File: src/rtl/ulpi_pkg.sv
// Shared ULPI constants: TX CMD prefixes, PHY register addresses, RX CMD field
// positions and the link FSM state encoding.
package ulpi_pkg;

    localparam logic [1:0] TXCMD_TRANSMIT = 2'b01;
    localparam logic [1:0] TXCMD_REGWRITE = 2'b10;

    localparam logic [5:0] ADDR_FUNC_CTRL = 6'h04;

    localparam int RXCMD_LINE_LSB  = 0;
    localparam int RXCMD_VBUS_LSB  = 2;
    localparam int RXCMD_EVENT_LSB = 4;

    localparam logic [1:0] RXEV_IDLE     = 2'b00;
    localparam logic [1:0] RXEV_ACTIVE   = 2'b01;
    localparam logic [1:0] RXEV_HOSTDISC = 2'b10;
    localparam logic [1:0] RXEV_ERROR    = 2'b11;

    typedef enum logic [3:0] {
        ST_RESET_STP = 4'd0,
        ST_INIT_CMD  = 4'd1,
        ST_INIT_DATA = 4'd2,
        ST_INIT_STP  = 4'd3,
        ST_IDLE      = 4'd4,
        ST_TX_CMD    = 4'd5,
        ST_TX_DATA   = 4'd6,
        ST_TX_STP    = 4'd7,
        ST_RX        = 4'd8
    } link_state_e;

    function automatic logic [7:0] txcmd(input logic [1:0] prefix, input logic [5:0] payload);
        return {prefix, payload};
    endfunction

endpackage

File: src/rtl/ulpi_rxcmd_decode.sv
// Registered receive path: bus direction tracking, RX CMD decode and the
// UTMI-style rx_* strobes towards the function core.
module ulpi_rxcmd_decode
    import ulpi_pkg::*;
(
    input  logic       clk,
    input  logic       rst,
    input  logic       ulpi_dir,
    input  logic       ulpi_nxt,
    input  logic [7:0] ulpi_data_i,
    output logic       dir_q,
    output logic       dir_rise,
    output logic [1:0] line_state,
    output logic [1:0] vbus_state,
    output logic       rx_active,
    output logic       rx_error,
    output logic       rx_valid,
    output logic [7:0] rx_data
);

    logic       dir_d;
    logic       dir_fall;
    logic [1:0] rx_event;
    logic [1:0] line_state_q, line_state_d;
    logic [1:0] vbus_state_q, vbus_state_d;
    logic       rx_active_q, rx_active_d;
    logic       rx_error_q, rx_error_d;
    logic       rx_valid_q, rx_valid_d;
    logic [7:0] rx_data_q, rx_data_d;

    assign dir_d    = ulpi_dir;
    assign dir_rise = ulpi_dir & ~dir_q;
    assign dir_fall = ~ulpi_dir & dir_q;
    assign rx_event = ulpi_data_i[RXCMD_EVENT_LSB +: 2];

    always_comb begin
        line_state_d = line_state_q;
        vbus_state_d = vbus_state_q;
        rx_active_d  = rx_active_q;
        rx_error_d   = rx_error_q;
        rx_valid_d   = 1'b0;
        rx_data_d    = rx_data_q;
        if (ulpi_dir && dir_q) begin
            if (ulpi_nxt) begin
                rx_data_d  = ulpi_data_i;
                rx_valid_d = 1'b1;
            end else begin
                line_state_d = ulpi_data_i[RXCMD_LINE_LSB +: 2];
                vbus_state_d = ulpi_data_i[RXCMD_VBUS_LSB +: 2];
                case (rx_event)
                    RXEV_IDLE: begin
                        rx_active_d = 1'b0;
                        rx_error_d  = 1'b0;
                    end
                    RXEV_ACTIVE:   rx_active_d = 1'b1;
                    RXEV_HOSTDISC: rx_active_d = 1'b0;
                    default: begin
                        rx_active_d = 1'b1;
                        rx_error_d  = 1'b1;
                    end
                endcase
            end
        end else if (dir_rise) begin
            if (ulpi_nxt) rx_active_d = 1'b1;
        end else if (dir_fall) begin
            rx_active_d = 1'b0;
            rx_error_d  = 1'b0;
        end
    end

    always_ff @(posedge clk or posedge rst) begin
        if (rst) begin
            dir_q        <= 1'b0;
            line_state_q <= 2'b00;
            vbus_state_q <= 2'b00;
            rx_active_q  <= 1'b0;
            rx_error_q   <= 1'b0;
            rx_valid_q   <= 1'b0;
            rx_data_q    <= 8'h00;
        end else begin
            dir_q        <= dir_d;
            line_state_q <= line_state_d;
            vbus_state_q <= vbus_state_d;
            rx_active_q  <= rx_active_d;
            rx_error_q   <= rx_error_d;
            rx_valid_q   <= rx_valid_d;
            rx_data_q    <= rx_data_d;
        end
    end

    // A PHY-initiated receive (dir rising with nxt) is flagged in the turnaround cycle itself.
    assign rx_active  = rx_active_q | (dir_rise & ulpi_nxt);
    assign rx_error   = rx_error_q;
    assign rx_valid   = rx_valid_q;
    assign rx_data    = rx_data_q;
    assign line_state = line_state_q;
    assign vbus_state = vbus_state_q;

endmodule

File: src/rtl/ulpi_link.sv
// ULPI link front end: PHY Function Control init write, TX CMD/data/STP
// serialisation with PHY preemption, and bus ownership.
//   state      | meaning
//   RESET_STP  | STP held, first cycle out of reset
//   INIT_CMD   | RegWrite command to Function Control
//   INIT_DATA  | Function Control value
//   INIT_STP   | end of register write, init_done set
//   IDLE       | link owns bus, drives NOOP
//   TX_CMD     | Transmit TX CMD carrying the PID
//   TX_DATA    | packet payload bytes
//   TX_STP     | end of packet
//   RX         | PHY owns the bus
module ulpi_link
    import ulpi_pkg::*;
#(
    parameter logic [7:0] FUNC_CTRL_VAL = 8'h45
) (
    input  logic       clk,
    input  logic       rst,
    input  logic       ulpi_dir,
    input  logic       ulpi_nxt,
    input  logic [7:0] ulpi_data_i,
    output logic [7:0] ulpi_data_o,
    output logic       ulpi_data_oe,
    output logic       ulpi_stp,
    output logic       init_done,
    output logic [1:0] line_state,
    output logic [1:0] vbus_state,
    output logic       rx_active,
    output logic       rx_error,
    output logic       rx_valid,
    output logic [7:0] rx_data,
    input  logic       tx_valid,
    input  logic [7:0] tx_data,
    output logic       tx_ready,
    output logic       tx_abort
);

    link_state_e state_q, state_d;
    logic        init_done_q, init_done_d;
    logic        dir_q;
    logic        dir_rise;
    logic        bus_free;
    logic        drive;

    ulpi_rxcmd_decode u_rx (
        .clk         (clk),
        .rst         (rst),
        .ulpi_dir    (ulpi_dir),
        .ulpi_nxt    (ulpi_nxt),
        .ulpi_data_i (ulpi_data_i),
        .dir_q       (dir_q),
        .dir_rise    (dir_rise),
        .line_state  (line_state),
        .vbus_state  (vbus_state),
        .rx_active   (rx_active),
        .rx_error    (rx_error),
        .rx_valid    (rx_valid),
        .rx_data     (rx_data)
    );

    assign bus_free = ~ulpi_dir & ~dir_q;

    always_ff @(posedge clk or posedge rst) begin
        if (rst) begin
            state_q     <= ST_RESET_STP;
            init_done_q <= 1'b0;
        end else begin
            state_q     <= state_d;
            init_done_q <= init_done_d;
        end
    end

    always_comb begin
        state_d     = state_q;
        init_done_d = init_done_q;
        case (state_q)
            ST_RESET_STP: state_d = ST_INIT_CMD;
            // nxt only counts as an accept while the link owns the bus.
            ST_INIT_CMD:  if (bus_free && ulpi_nxt) state_d = ST_INIT_DATA;
            ST_INIT_DATA: begin
                if (ulpi_dir)      state_d = ST_INIT_CMD;
                else if (ulpi_nxt) state_d = ST_INIT_STP;
            end
            ST_INIT_STP: begin
                if (ulpi_dir) begin
                    state_d = ST_INIT_CMD;
                end else begin
                    state_d     = ST_IDLE;
                    init_done_d = 1'b1;
                end
            end
            ST_IDLE: begin
                if (ulpi_dir)                                  state_d = ST_RX;
                else if (tx_valid && init_done_q && bus_free) state_d = ST_TX_CMD;
            end
            ST_TX_CMD: begin
                if (ulpi_dir)      state_d = ST_RX;
                else if (ulpi_nxt) state_d = ST_TX_DATA;
            end
            ST_TX_DATA: begin
                if (ulpi_dir)       state_d = ST_RX;
                else if (!tx_valid) state_d = ST_TX_STP;
            end
            ST_TX_STP: state_d = ulpi_dir ? ST_RX : ST_IDLE;
            ST_RX:     if (bus_free) state_d = ST_IDLE;
            default:   state_d = ST_RESET_STP;
        endcase
    end

    always_comb begin
        drive       = 1'b0;
        ulpi_data_o = 8'h00;
        ulpi_stp    = 1'b0;
        tx_ready    = 1'b0;
        tx_abort    = 1'b0;
        case (state_q)
            ST_RESET_STP: ulpi_stp = 1'b1;
            ST_INIT_CMD: begin
                drive       = 1'b1;
                ulpi_data_o = txcmd(TXCMD_REGWRITE, ADDR_FUNC_CTRL);
            end
            ST_INIT_DATA: begin
                drive       = 1'b1;
                ulpi_data_o = FUNC_CTRL_VAL;
            end
            ST_INIT_STP: begin
                drive    = 1'b1;
                ulpi_stp = ~ulpi_dir;
            end
            ST_IDLE: drive = 1'b1;
            ST_TX_CMD: begin
                drive       = 1'b1;
                ulpi_data_o = txcmd(TXCMD_TRANSMIT, {2'b00, tx_data[3:0]});
                tx_ready    = ulpi_nxt & ~ulpi_dir;
                tx_abort    = dir_rise;
            end
            ST_TX_DATA: begin
                drive       = 1'b1;
                ulpi_data_o = tx_data;
                tx_ready    = ulpi_nxt & ~ulpi_dir;
                tx_abort    = dir_rise;
            end
            ST_TX_STP: begin
                drive    = 1'b1;
                ulpi_stp = ~ulpi_dir;
                tx_abort = dir_rise;
            end
            default: ;
        endcase
    end

    assign ulpi_data_oe = drive & ~ulpi_dir & ~dir_q;
    assign init_done    = init_done_q;

endmodule

File: config.mk
export PLATFORM = sky130hd
export DESIGN_NAME = ulpi_link
export DESIGN_NICKNAME = d
export VERILOG_FILES = /design/src/rtl/ulpi_pkg.sv /design/src/rtl/ulpi_rxcmd_decode.sv /design/src/rtl/ulpi_link.sv
export SDC_FILE = /design/constraint.sdc
export NUM_CORES = 1
export LEC_CHECK = 0
export CELL_PAD_IN_SITES_DETAIL_PLACEMENT = 0
export CELL_PAD_IN_SITES_GLOBAL_PLACEMENT = 1
export CORE_ASPECT_RATIO = 0.9
export CORE_MARGIN = 1
export CORE_UTILIZATION = 28
export CTS_CLUSTER_DIAMETER = 60
export CTS_CLUSTER_SIZE = 8
export DETAILED_ROUTE_END_ITERATION = 16
export GPL_ROUTABILITY_DRIVEN = 0
export GPL_TIMING_DRIVEN = 0
export HOLD_SLACK_MARGIN = 0.08
export PLACE_DENSITY = 0.8
export RECOVER_POWER = 50
export SLEW_MARGIN = 15
export SYNTH_ARGS = -nofsm -noshare
export SYNTH_HDL_FRONTEND = slang
export SYNTH_SLANG_ARGS = --single-unit
File: constraint.sdc
create_clock -name clk -period 1.2 [get_ports clk]
set_input_delay 0.18 -clock clk [delete_from_list [all_inputs] [get_ports clk]]
set_output_delay 0.18 -clock clk [all_outputs]
set_load 0.01 [all_outputs]
Yosys cells after proc, flatten, opt, wreduce, memory -nomap -nowiden
Index checks and enable logic that the tools add are counted.

Latch bits: 0. Memory bits (read-only): 0. Register bits: 21. Logic and storage cells: 90. Input bits: 21. RAM bits: 0. Memories kept: 0. Output and inout bits: 28.

Multiply operators: 0. Muxes and demuxes: 30. Shift operators: 0. $add $sub $neg: 0. Reduce and logical (&&, ||, !) cells: 20. Bitwise logic cells: 11. Eq/ne operators: 20. $lt $le $gt $ge: 0. Divide/modulo/power cells: 0.

Operators with widths (number): $mux W4 (11); $pmux W4 S9 (1); $pmux W8 S4 (1); $eq A4 B3 Y1 const B (4); $ne A3 B3 Y1 const B (5); $mux W1 (14); $ne A2 B2 Y1 const B (5); $eq A4 B2 Y1 const B (2); $reduce_or A2 Y1 (4); $and A1 B1 Y1 (7); $reduce_or A7 Y1 (1); $reduce_and A2 Y1 (3); $reduce_and A6 Y1 (1); $eq A4 B1 Y1 const B (1); $eq A4 B4 Y1 const B (1); $logic_and A1 B1 Y1 (4); $logic_not A4 Y1 (1); $pmux W1 S2 (2); $reduce_and A4 Y1 (1); $mux W3 (1); $not A1 Y1 (3); $reduce_and A3 Y1 (1); $reduce_bool A3 Y1 (1); $reduce_or A3 Y1 (1); other kinds (5) (5).

Longest topological paths before layout
Gate-level depths: netlist of the first run.

Word-level depth: 6. Mapped depth: 5. Mapped depth without buffers: 5.

By module
Synthesis of the first run repeated with hierarchy kept, for this count alone.

Cell total of the unflattened synthesis: 119. Area, all modules: 1178.6 µm².

Modules (own cells, without submodules): ulpi_rxcmd_decode (seq. area each 400.4 µm², area each 675.6 µm², cells each 50, instances 1); ulpi_link (seq. area each 125.1 µm², area each 503.0 µm², cells each 69, instances 1).

Worst setup path before layout of the first run
Ideal clock, no wire load.

Path type: register -> register. From: register u_rx.dir_q. To: register u_rx.line_state_q[0], in the netlist u_rx.line_state[0]. Data required time: 1.075 ns. Buffers on the path: 1. Period minus slack after synthesis: 1.303 ns. Setup slack: -0.103 ns. Data arrival time: 1.178 ns. Setup time: 0.125 ns. Stages on the path, launching flop included: 5. Cell sequence: dfrtp_1 buf_4 inv_2 or3_4 mux2_4.

Cells in the longest elaborated chain, start to end: 2.

RTL lines: from (decl) (RTL line ulpi_rxcmd_decode.sv:11) `output logic dir_q,`; from (signal assigned) (RTL line ulpi_rxcmd_decode.sv:81) `dir_q <= dir_d;`; $logic_and A1 B1 Y1 (RTL line ulpi_rxcmd_decode.sv:43) `if (ulpi_dir && dir_q) begin`; $reduce_and A2 Y1 (no line); to (signal assigned) (RTL line ulpi_rxcmd_decode.sv:82) `line_state_q <= line_state_d;`; to (decl) (RTL line ulpi_rxcmd_decode.sv:24) `logic [1:0] line_state_q, line_state_d;`.

Every way passes these cells. A chain may end at the register's enable or synchronous reset.

Worst setup path in the final report of the first run
From: register state_q[3]. To: output tx_abort.

Cells in the longest elaborated chain, start to end: 3. Elaborated cells between the ends (all ways): 5. Those cells by class: 3 x eq/ne; 1 x mux; 1 x reduce/logical.

RTL lines: from (decl) (RTL line ulpi_link.sv:39) `link_state_e state_q, state_d;`; from (signal assigned) (RTL line ulpi_link.sv:69) `state_q <= state_d;`; $eq A4 B3 Y1 (RTL line ulpi_link.sv:117) `case (state_q)`; $reduce_or A3 Y1 (no line) (*); $mux W1 (*) (RTL line ulpi_link.sv:117); to (decl) (RTL line ulpi_link.sv:36) `output logic tx_abort`.

Mark *: on every way between the ends. The rest lies on a longest branch, timed or not.

==> impl_metrics.csv, run 1 <==
group,metric,value,unit
routing,dr_total_vias,1256,
grt,grt_usage,17.51,%
timing,tns,-7020,ps
worst_setup_path,cp.arrival,1530,ps
routing,vias_per_cell,5.085,
grt,grt_pass1_wl,6127,µm
timing,worst_slew_pin_slew,795.3,ps
routing,drt_iter0_drc,73,
power,max-vdd-ir-drop,619.7,µV
synth,syn-num-nets,141,
clock_tree,tritoncts,"done",
clock_tree,holdBufCountCts,0,
timing,finalMaxSlewViolations,0,
floorplan,initial_utilization,30.32,%
routing,wl_per_cell,16.49,µm
timing,skew,5.055,ps
synth,synth_area,1171,µm²
run,drv_cap,0,
grt,grt_max_degree,22,
grt,overflow,0,
synth,synth_top_cells_by_count,"21 x dfrtp_1, 7 x a21oi_1, 7 x nor2_1, 7 x nor2b_1, 7 x o21ai_0",
worst_setup_path,path_delay_family,"flip-flops",
floorplan,dieArea,4446,µm²
routing,dr.pass1.iters,4,
layout,nNetsFinal,225,
synth,synth_cells,118,
hold_path,hp-class,"in2reg",
timing,slew_headroom,46.92,%
layout,seq_area,529.3,µm²
synth,synth_edf_count,0,
synth,async_flop_share,100.0,%
timing,hold_violations,0,
worst_setup_path,start_kind,"flip-flop",
timing,fmax,0.5856,GHz
grt,grt_pass1_vias,1257,
clock_tree,clock_latency,260,ps
run_status,status,"finished with violations",
synth,yosysUniqueCellTypes,39,
floorplan,row_count,21,
layout,area.growth.synth_to_final,90.17,%
floorplan,chipHeight,63.36,µm
routing,drc,0,
layout,n_fill_cell,313,
timing,hold_ws,185.4,ps
layout,antenna_cells,0,
floorplan,core-area,3862,µm²
clock_tree,h-tree-depth,1,
synth,syn_avg_cell_area,9.925,µm²
worst_setup_path,path_class,"reg2out",
floorplan,ios,49,
timing,layout_min_cycle_time,1708,ps
worst_setup_path,critical_path.slowest_cell,"dfrtp_1",
worst_setup_path,cp.required,1020,ps
timing,timing.final.crit_share,142.3,%
synth,yosysTopAreaCellShare,44.87,%
floorplan,die_x,70.17,µm
worst_setup_path,critPathMaxStageDelay,420,ps
synth,yosysWarnings,0,
timing,finalSetupViolCount,22,
timing,grt_setup_unrepaired,"true",
clock_tree,clk_path_buf_depth,2,
placed_design,io_buffers,48,
routing,postRouteAntennaNets,0,
clock_tree,numCtsBuffers,3,
routing,wl,4073,µm
synth,synth_flop_cell,"dfrtp_1",
placed_design,dpl.hpwl,2249,µm
worst_setup_path,critical_path.endpoint_type,"output port",
synth,ys_seq_area_share,44.87,%
grt,antenna_found_initial,0,
worst_setup_path,crit_buf_inv,2,
run_status,violations,"setup timing",
worst_setup_path,worstPathMaxFanout,5,
clock_tree,cts.sinks,21,
worst_setup_path,path_cells,"buf_6 -> nor2b_4 -> o21ai_1 -> nor3_2 -> buf_2",
layout,drive_gt1_share,49.75,%
layout,multiInputGateArea,757.0,µm²
synth,synth_seq_cells,21,
synth,yosysTopAreaCell,"dfrtp_1",
power,p_leak,1.040,nW
timing,setup_ws,-507.6,ps
synth,synth_area_leaders,"dfrtp_1 45%, mux2_2 5.8%, mux2_4 5.1%",
synth,synth_most_common_cell,"dfrtp_1",
power,powerDensity,1837,nW/µm²
clock_tree,cts_root_buf,"clkbuf_8",
clock_tree,path_clk_slew,80,ps
[power breakdown]
part / internal [W] / switching (W) / total, W / leakage (nW)
Clock: 0.000237 / 0.000227 / 0.000464 / 0.0228
Combinational: 0.00146 / 0.00117 / 0.00263 / 0.767
Sequential: 0.000872 / 0.000129 / 0.00100 / 0.251
Total: 0.00257 / 0.00153 / 0.00409 / 1.04
[cells by family (layout without fill, tap and decap cells)]
kind of cell | count (synthesis) | count (layout) | synth area share [%]
AO/OA/AOI/OAI | 28 | 28 | 15.92
XOR/XNOR | 1 | 1 | 0.7480
adder cells (fa/ha/maj) | 2 | 2 | 2.136
buffers and inverters | 17 | 100 | 6.944
flip-flops | 21 | 21 | 44.87
multiplexers | 10 | 10 | 10.90
AND/OR/NAND/NOR | 39 | 39 | 18.48
[final cells by class]
class | count | area share [%]
Buffer | 8 | 5.281
Clock buffer | 4 | 2.022
Inverter | 8 | 1.573
Multi-Input combinational cell | 80 | 33.99
Sequential cell | 21 | 23.76
Tap cell | 46 | 2.584
Timing Repair Buffer | 80 | 30.79
[layer usage]
layer	wire length, µm	global-route usage, %
met4	163	8.000
met5	0	0
met1	1723	21.36
met3	96	1.920
met2	2089	30.89
[metrics by stage]
step | utilization, % | total power (W) | area [µm²] | instances | setup WS (ps)
floorplan | - | 0.001856 | 1190 | 118 | -67.15
global placement | 44.74 | 0.002545 | 1728 | 212 | -909.4
detailed placement | 44.74 | 0.002587 | 1728 | 212 | -913.7
CTS | 54.39 | 0.003643 | 2101 | 241 | -442.4
global route | 57.66 | 0.004295 | 2227 | 247 | -531.4
finish | 57.66 | 0.004092 | 2227 | 247 | -507.6
[registers in the layout (all words and copies together) (netlist names)]
register / count
u_rx.rx_active_q: 1
u_rx.line_state: 2
u_rx.dir_q: 1
init_done: 1
state_q: 4
u_rx.rx_data: 8
u_rx.rx_error: 1
u_rx.rx_valid: 1
u_rx.vbus_state: 2
[cell usage in the layout (no fill, tap or decap), drive strengths merged, types with 5 or more instances in the layout]
| cell | count |
|---|---|
| dlygate4sd2 | 17 |
| buf | 50 |
| a21oi | 7 |
| nor2 | 7 |
| dfrtp | 21 |
| nand2 | 6 |
| clkbuf | 7 |
| clkdlybuf4s50 | 16 |
| mux2 | 10 |
| o21ai | 7 |
| nor2b | 7 |
| nor3 | 5 |
| inv | 8 |
[worst paths after layout]
kind / from / to / slack [ps] / depth (start not counted)
max: state_q[3] / tx_abort / -510 / 5
min: ulpi_dir / u_rx.dir_q / 190 / 1
max reg2reg: state_q[1] / state_q[2] / -420 / 5
min reg2reg: u_rx.rx_data[5] / u_rx.rx_data[5] / 480 / 2
max in group asynchronous: rst / state_q[1] / 150 / 2
min in group asynchronous: rst / state_q[2] / 500 / 2
[what timing repair did]
action,in CTS,in global routing
cloned,1,0
resized for setup,121,23
pin swaps,15,8
buffers inserted,24,8
setup endpoints to repair,44,31
Power figures use the tool's default switching activity.
==> run 2, diff against run 1 <==
--- a/config.mk
+++ b/config.mk
@@ -16,6 +16,7 @@
 export GPL_ROUTABILITY_DRIVEN = 0
 export GPL_TIMING_DRIVEN = 0
 export HOLD_SLACK_MARGIN = 0.08
+export MAX_ROUTING_LAYER = met4
 export PLACE_DENSITY = 0.8
 export RECOVER_POWER = 50
 export SLEW_MARGIN = 15
==> run 2 against run 1 <==
- the flow still finishes with violations (setup timing)
- via count grew 0.72%
- fmax increased by 0.13%
- non-clock buffer count is the same
- clock skew about the same
- cell area did not move
- clock power about the same
- cell count stayed put
- sequential power hardly changed
- setup slack better by 2.3 ps
- sequential share of layout area is the same
- clock-buffer cell count stayed put
- critical path depth stayed put
- largest cell class unchanged
- largest power group unchanged
==> impl_metrics.csv, run 2 (same netlist as run 1, synthesis figures left out) <==
group,metric,value,unit
placed_design,dpl.hpwl,2249,µm
routing,drc,0,
timing,hold_violations,0,
routing,postRouteAntennaNets,0,
routing,wl,4075,µm
worst_setup_path,path_class,"reg2out",
layout,drive_gt1_share,49.75,%
clock_tree,path_clk_slew,80,ps
timing,worst_slew_pin_slew,799.2,ps
placed_design,post-place-cells,212,
worst_setup_path,worst_r2r_endpoint,"state_q[2]",
layout,nNetsFinal,225,
timing,layout_min_cycle_time,1705,ps
hold_path,hp-start,"ulpi_dir",
grt,grt_usage,17.97,%
timing,slew_headroom,46.66,%
grt,grt_pass1_vias,1260,
timing,finalSetupViolCount,22,
power,p_total,0.004084,W
worst_setup_path,worstPathMaxFanout,5,
timing,timing.final.crit_share,142.1,%
timing,hold_ws,185.2,ps
worst_setup_path,cp.arrival,1530,ps
worst_setup_path,cp.required,1020,ps
worst_setup_path,start_kind,"flip-flop",
run_status,status,"finished with violations",
run_status,violations,"setup timing",
worst_setup_path,rr_startpoint,"state_q[1]",
hold_path,hp-class,"in2reg",
worst_setup_path,worst-r2r-cell-count,5,
placed_design,pre_cts_ws,-913.7,ps
timing,setup_ws,-505.4,ps
hold_path,whs_path_depth,1,
power,powerDensity,1834,nW/µm²
clock_tree,clock_latency,260,ps
layout,antenna_cells,0,
worst_setup_path,critical_path.endpoint_type,"output port",
routing,dr_total_vias,1265,
routing,dr.pass1.iters,4,
run,drv_cap,0,
hold_path,worst_hold_path.endpoint,"u_rx.dir_q",
worst_setup_path,r2r_slack,-420,ps
clock_tree,tritoncts,"done",
floorplan,ios,49,
grt,overflow,0,
layout,area.growth.synth_to_final,90.17,%
timing,finalMaxSlewViolations,0,
timing,grt_setup_unrepaired,"true",
power,max-vdd-ir-drop,620.1,µV
clock_tree,holdBufCountCts,0,
floorplan,die_x,70.17,µm
clock_tree,cts_root_buf,"clkbuf_8",
power,p_leak,1.040,nW
timing,fmax,0.5864,GHz
floorplan,chipHeight,63.36,µm
clock_tree,clk_path_buf_depth,2,
clock_tree,numCtsBuffers,3,
routing,drt_iter0_drc,92,
floorplan,initial_utilization,30.32,%
layout,final_cell_count_no_fill,247,
floorplan,dieArea,4446,µm²
clock_tree,h-tree-depth,1,
layout,layout_commonest_cell,"buf_4",
floorplan,core-area,3862,µm²
placed_design,io_buffers,48,
routing,vias_per_cell,5.121,
grt,antenna_found_initial,0,
layout,layout_common_cells,"23 x buf_4, 18 x dfrtp_1, 17 x dlygate4sd2_1, 16 x clkdlybuf4s50_1, 14 x buf_6",
layout,largest_reg_flops,8,
timing,skew,4.832,ps
floorplan,row_count,21,
clock_tree,cts.sinks,21,
grt,grt_pass1_wl,6120,µm
routing,wl_per_cell,16.50,µm
grt,grt_max_degree,22,
run 2: layout make-up:
class	count	area (µm²)
Tap cell	46	57.56
Buffer	8	117.6
Inverter	8	35.03
Multi-Input combinational cell	80	757.0
Timing Repair Buffer	80	685.7
Fill cell	313	1635
Sequential cell	21	529.3
Clock buffer	4	45.04
run 2: worst max-delay path by stage:
stage,start,end,slack [ps]
floorplan,state_q[1],state_q[2],-70
global placement,ulpi_dir,rx_active,-910
detailed placement,ulpi_dir,rx_active,-910
CTS,state_q[0],ulpi_data_o[7],-440
global route,state_q[0],ulpi_data_o[7],-530
finish,state_q[3],tx_abort,-510
run 2: metal layers:
metal	share of wire, %	track usage [%]	vias up
li1	-	-	582
met1	41	21.16	622
met2	51	31.01	44
met3	3.5	1.920	17
met4	3.7	8.000	0
met5	0	-	-
run 2: power breakdown:
part	internal (W)	total (W)	switching [W]
registers	0.000872	0.00100	0.000130
clock network	0.000237	0.000464	0.000228
logic	0.00146	0.00262	0.00116
total	0.00257	0.00408	0.00152
run 2: what timing repair did:
item                                    in CTS  in global routing
endpoints found under the setup margin      44                 31
pin swaps                                   15                  8
buffers inserted                            24                  8
cloned                                       1                  0
resized for setup                          121                 23
run 2: per-stage QoR:
step	TNS [ps]	utilization, %	cell area, µm²
global placement	-15110	44.74	1728
finish	-7008	57.66	2227
floorplan	-342.8	-	1190
CTS	-5901	54.39	2101
detailed placement	-17340	44.74	1728
global route	-8218	57.66	2227
run 2: critical path, stage by stage, from the launching register on:
cell and delay, ps:
dfrtp_1 420, buf_6 140, nor2b_4 190, o21ai_1 130
nor3_2 220, buf_2 160
==> run 3, diff against run 2 <==
--- a/config.mk
+++ b/config.mk
@@ -8,7 +8,7 @@
 export CELL_PAD_IN_SITES_DETAIL_PLACEMENT = 0
 export CELL_PAD_IN_SITES_GLOBAL_PLACEMENT = 1
 export CORE_ASPECT_RATIO = 0.9
-export CORE_MARGIN = 1
+export CORE_MARGIN = 10
 export CORE_UTILIZATION = 28
 export CTS_CLUSTER_DIAMETER = 60
 export CTS_CLUSTER_SIZE = 8
==> run 3 against run 2 <==
- the flow still finishes with violations (setup timing)
- clock power barely moved
- cell count down 3.2%
- sequential share of layout area increased by 0.55 points
- combinational power decreased by 15%
- non-clock buffer count is 10 lower
- clock skew hardly changed
- wire length is 7.3% higher
- fmax up 4.4%
- sequential cell count did not move
- total power shrank 8.6%
- via count is 4.4% lower
- largest cell class is now multi-input combinational cells
==> impl_metrics.csv, run 3 (same netlist as run 1, synthesis figures left out) <==
group,metric,value,unit
floorplan,core-area,4046,µm²
clock_tree,path_clk_slew,70,ps
power,max-vdd-ir-drop,578.5,µV
layout,drive_gt1_share,49.74,%
worst_setup_path,path_class,"reg2out",
timing,layout_min_cycle_time,1633,ps
layout,layout_commonest_cell,"dfrtp_1",
worst_setup_path,cp-startpoint,"state_q[0]",
hold_path,worst_hold_path.endpoint,"u_rx.dir_q",
timing,timing.final.crit_share,136.1,%
hold_path,hp-class,"in2reg",
clock_tree,clk_path_buf_depth,2,
layout,layout_common_cells,"17 x dfrtp_1, 16 x buf_4, 16 x dlygate4sd2_1, 15 x clkdlybuf4s50_1, 10 x buf_6",
clock_tree,cts_root_buf,"clkbuf_8",
worst_setup_path,worst-r2r-cell-count,5,
clock_tree,numCtsBuffers,3,
layout,postLayoutCoreUtil,53.93,%
timing,fmax,0.6124,GHz
routing,drt_iter0_drc,50,
timing,finalMaxSlewViolations,0,
worst_setup_path,cp.required,1020,ps
routing,drc,0,
timing,hold_violations,0,
timing,finalSetupViolCount,27,
floorplan,die_x,88.17,µm
grt,grt_busiest_layer,"met2",
timing,slew_headroom,45.87,%
routing,postRouteAntennaNets,0,
clock_tree,cts.sinks,21,
timing,hold_ws,192.8,ps
routing,dr.pass1.iters,4,
hold_path,whs_path_depth,1,
worst_setup_path,start_kind,"flip-flop",
timing,skew,4.599,ps
placed_design,io_buffers,48,
power,p_leak,1.028,nW
grt,use_met3,1.400,%
power,powerDensity,1711,nW/µm²
floorplan,chipHeight,81.36,µm
timing,worst_slew_pin_slew,811.0,ps
clock_tree,h-tree-depth,1,
routing,wl,4373,µm
placed_design,dpl.hpwl,2815,µm
worst_setup_path,rr_startpoint,"state_q[0]",
layout,area.growth.synth_to_final,86.32,%
grt,met2_usage,22.22,%
grt,grt_usage,11.28,%
run_status,violations,"setup timing",
worst_setup_path,worstPathMaxFanout,4,
grt,overflow,0,
routing,dr_total_vias,1209,
routing,wl_per_cell,18.30,µm
grt,grt_max_degree,22,
grt,grt_pass1_vias,1285,
layout,antenna_cells,0,
worst_setup_path,worst_r2r_endpoint,"state_q[2]",
run_status,status,"finished with violations",
grt,antenna_found_initial,0,
timing,grt_setup_unrepaired,"true",
hold_path,hp-start,"ulpi_dir",
routing,vias_per_cell,5.059,
worst_setup_path,r2r_slack,-340,ps
floorplan,row_count,22,
worst_setup_path,critical_path.endpoint_type,"output port",
run,drv_cap,0,
floorplan,ios,49,
clock_tree,tritoncts,"done",
worst_setup_path,cp.arrival,1450,ps
clock_tree,clock_latency,260,ps
floorplan,dieArea,7173,µm²
layout,largest_reg_flops,8,
power,p_total,0.003733,W
grt,grt_pass1_wl,6251,µm
grt,grt_use_met1,10.99,%
layout,nNetsFinal,215,
timing,setup_ws,-432.8,ps
floorplan,initial_utilization,28.94,%
==> run 3: stage by stage <==
step	TNS (ps)	area, µm²	std cells	setup slack (ps)
after global routing	-8353	2182	239	-488.4
after floorplan	-342.8	1190	118	-67.15
after detailed placement	-16520	1730	214	-944.9
after CTS	-6092	2042	238	-451.3
after global placement	-15300	1730	214	-937.1
final	-6849	2182	239	-432.8
==> run 3: how the worst max path moves through the flow <==
stage / end / slack (ps) / cells after the start
3_5_place_dp: rx_active / -940 / 5
2_1_floorplan: state_q[2] / -70 / 3
4_1_cts: ulpi_data_o[7] / -450 / 6
6_report: ulpi_data_o[7] / -430 / 6
5_1_grt: ulpi_stp / -490 / 6
3_3_place_gp: rx_active / -940 / 5
==> run 3: report_power, final <==
group          total (W)  internal, W  switching [W]
Combinational    0.00223      0.00122        0.00101
Clock           0.000466     0.000237       0.000230
Sequential       0.00104     0.000874       0.000163
Total            0.00373      0.00233        0.00141
==> run 3: worst max-delay path, cell delays in order (launching register included) <==
cell       delay, ps
dfrtp_2          450
buf_6            140
clkbuf_16        140
nor3b_4          140
a31oi_1          140
nor2_1            60
buf_2            130
==> run 3: final cells by class <==
type	instances	area [µm²]
Tap cell	48	60.06
Inverter	8	35.03
Clock buffer	4	45.04
Buffer	9	123.9
Sequential cell	21	530.5
Fill cell	345	1864
Timing Repair Buffer	69	606.8
Multi-Input combinational cell	80	780.7
==> run 3: repair_timing <==
action | in CTS | in global routing
resized for setup | 113 | 39
endpoints found under the hold margin | 0 | 0
endpoints found under the setup margin | 44 | 31
setup buffers | 19 | 2
cloned | 1 | 0
pin swaps | 16 | 17
hold buffers | 0 | 0
==> run 3: routing by layer <==
layer  vias to the layer above  wire [µm]
met2                        19       2546
li1                        561          -
met1                       623       1679
met5                         -          0
met4                         0         70
met3                         6         77
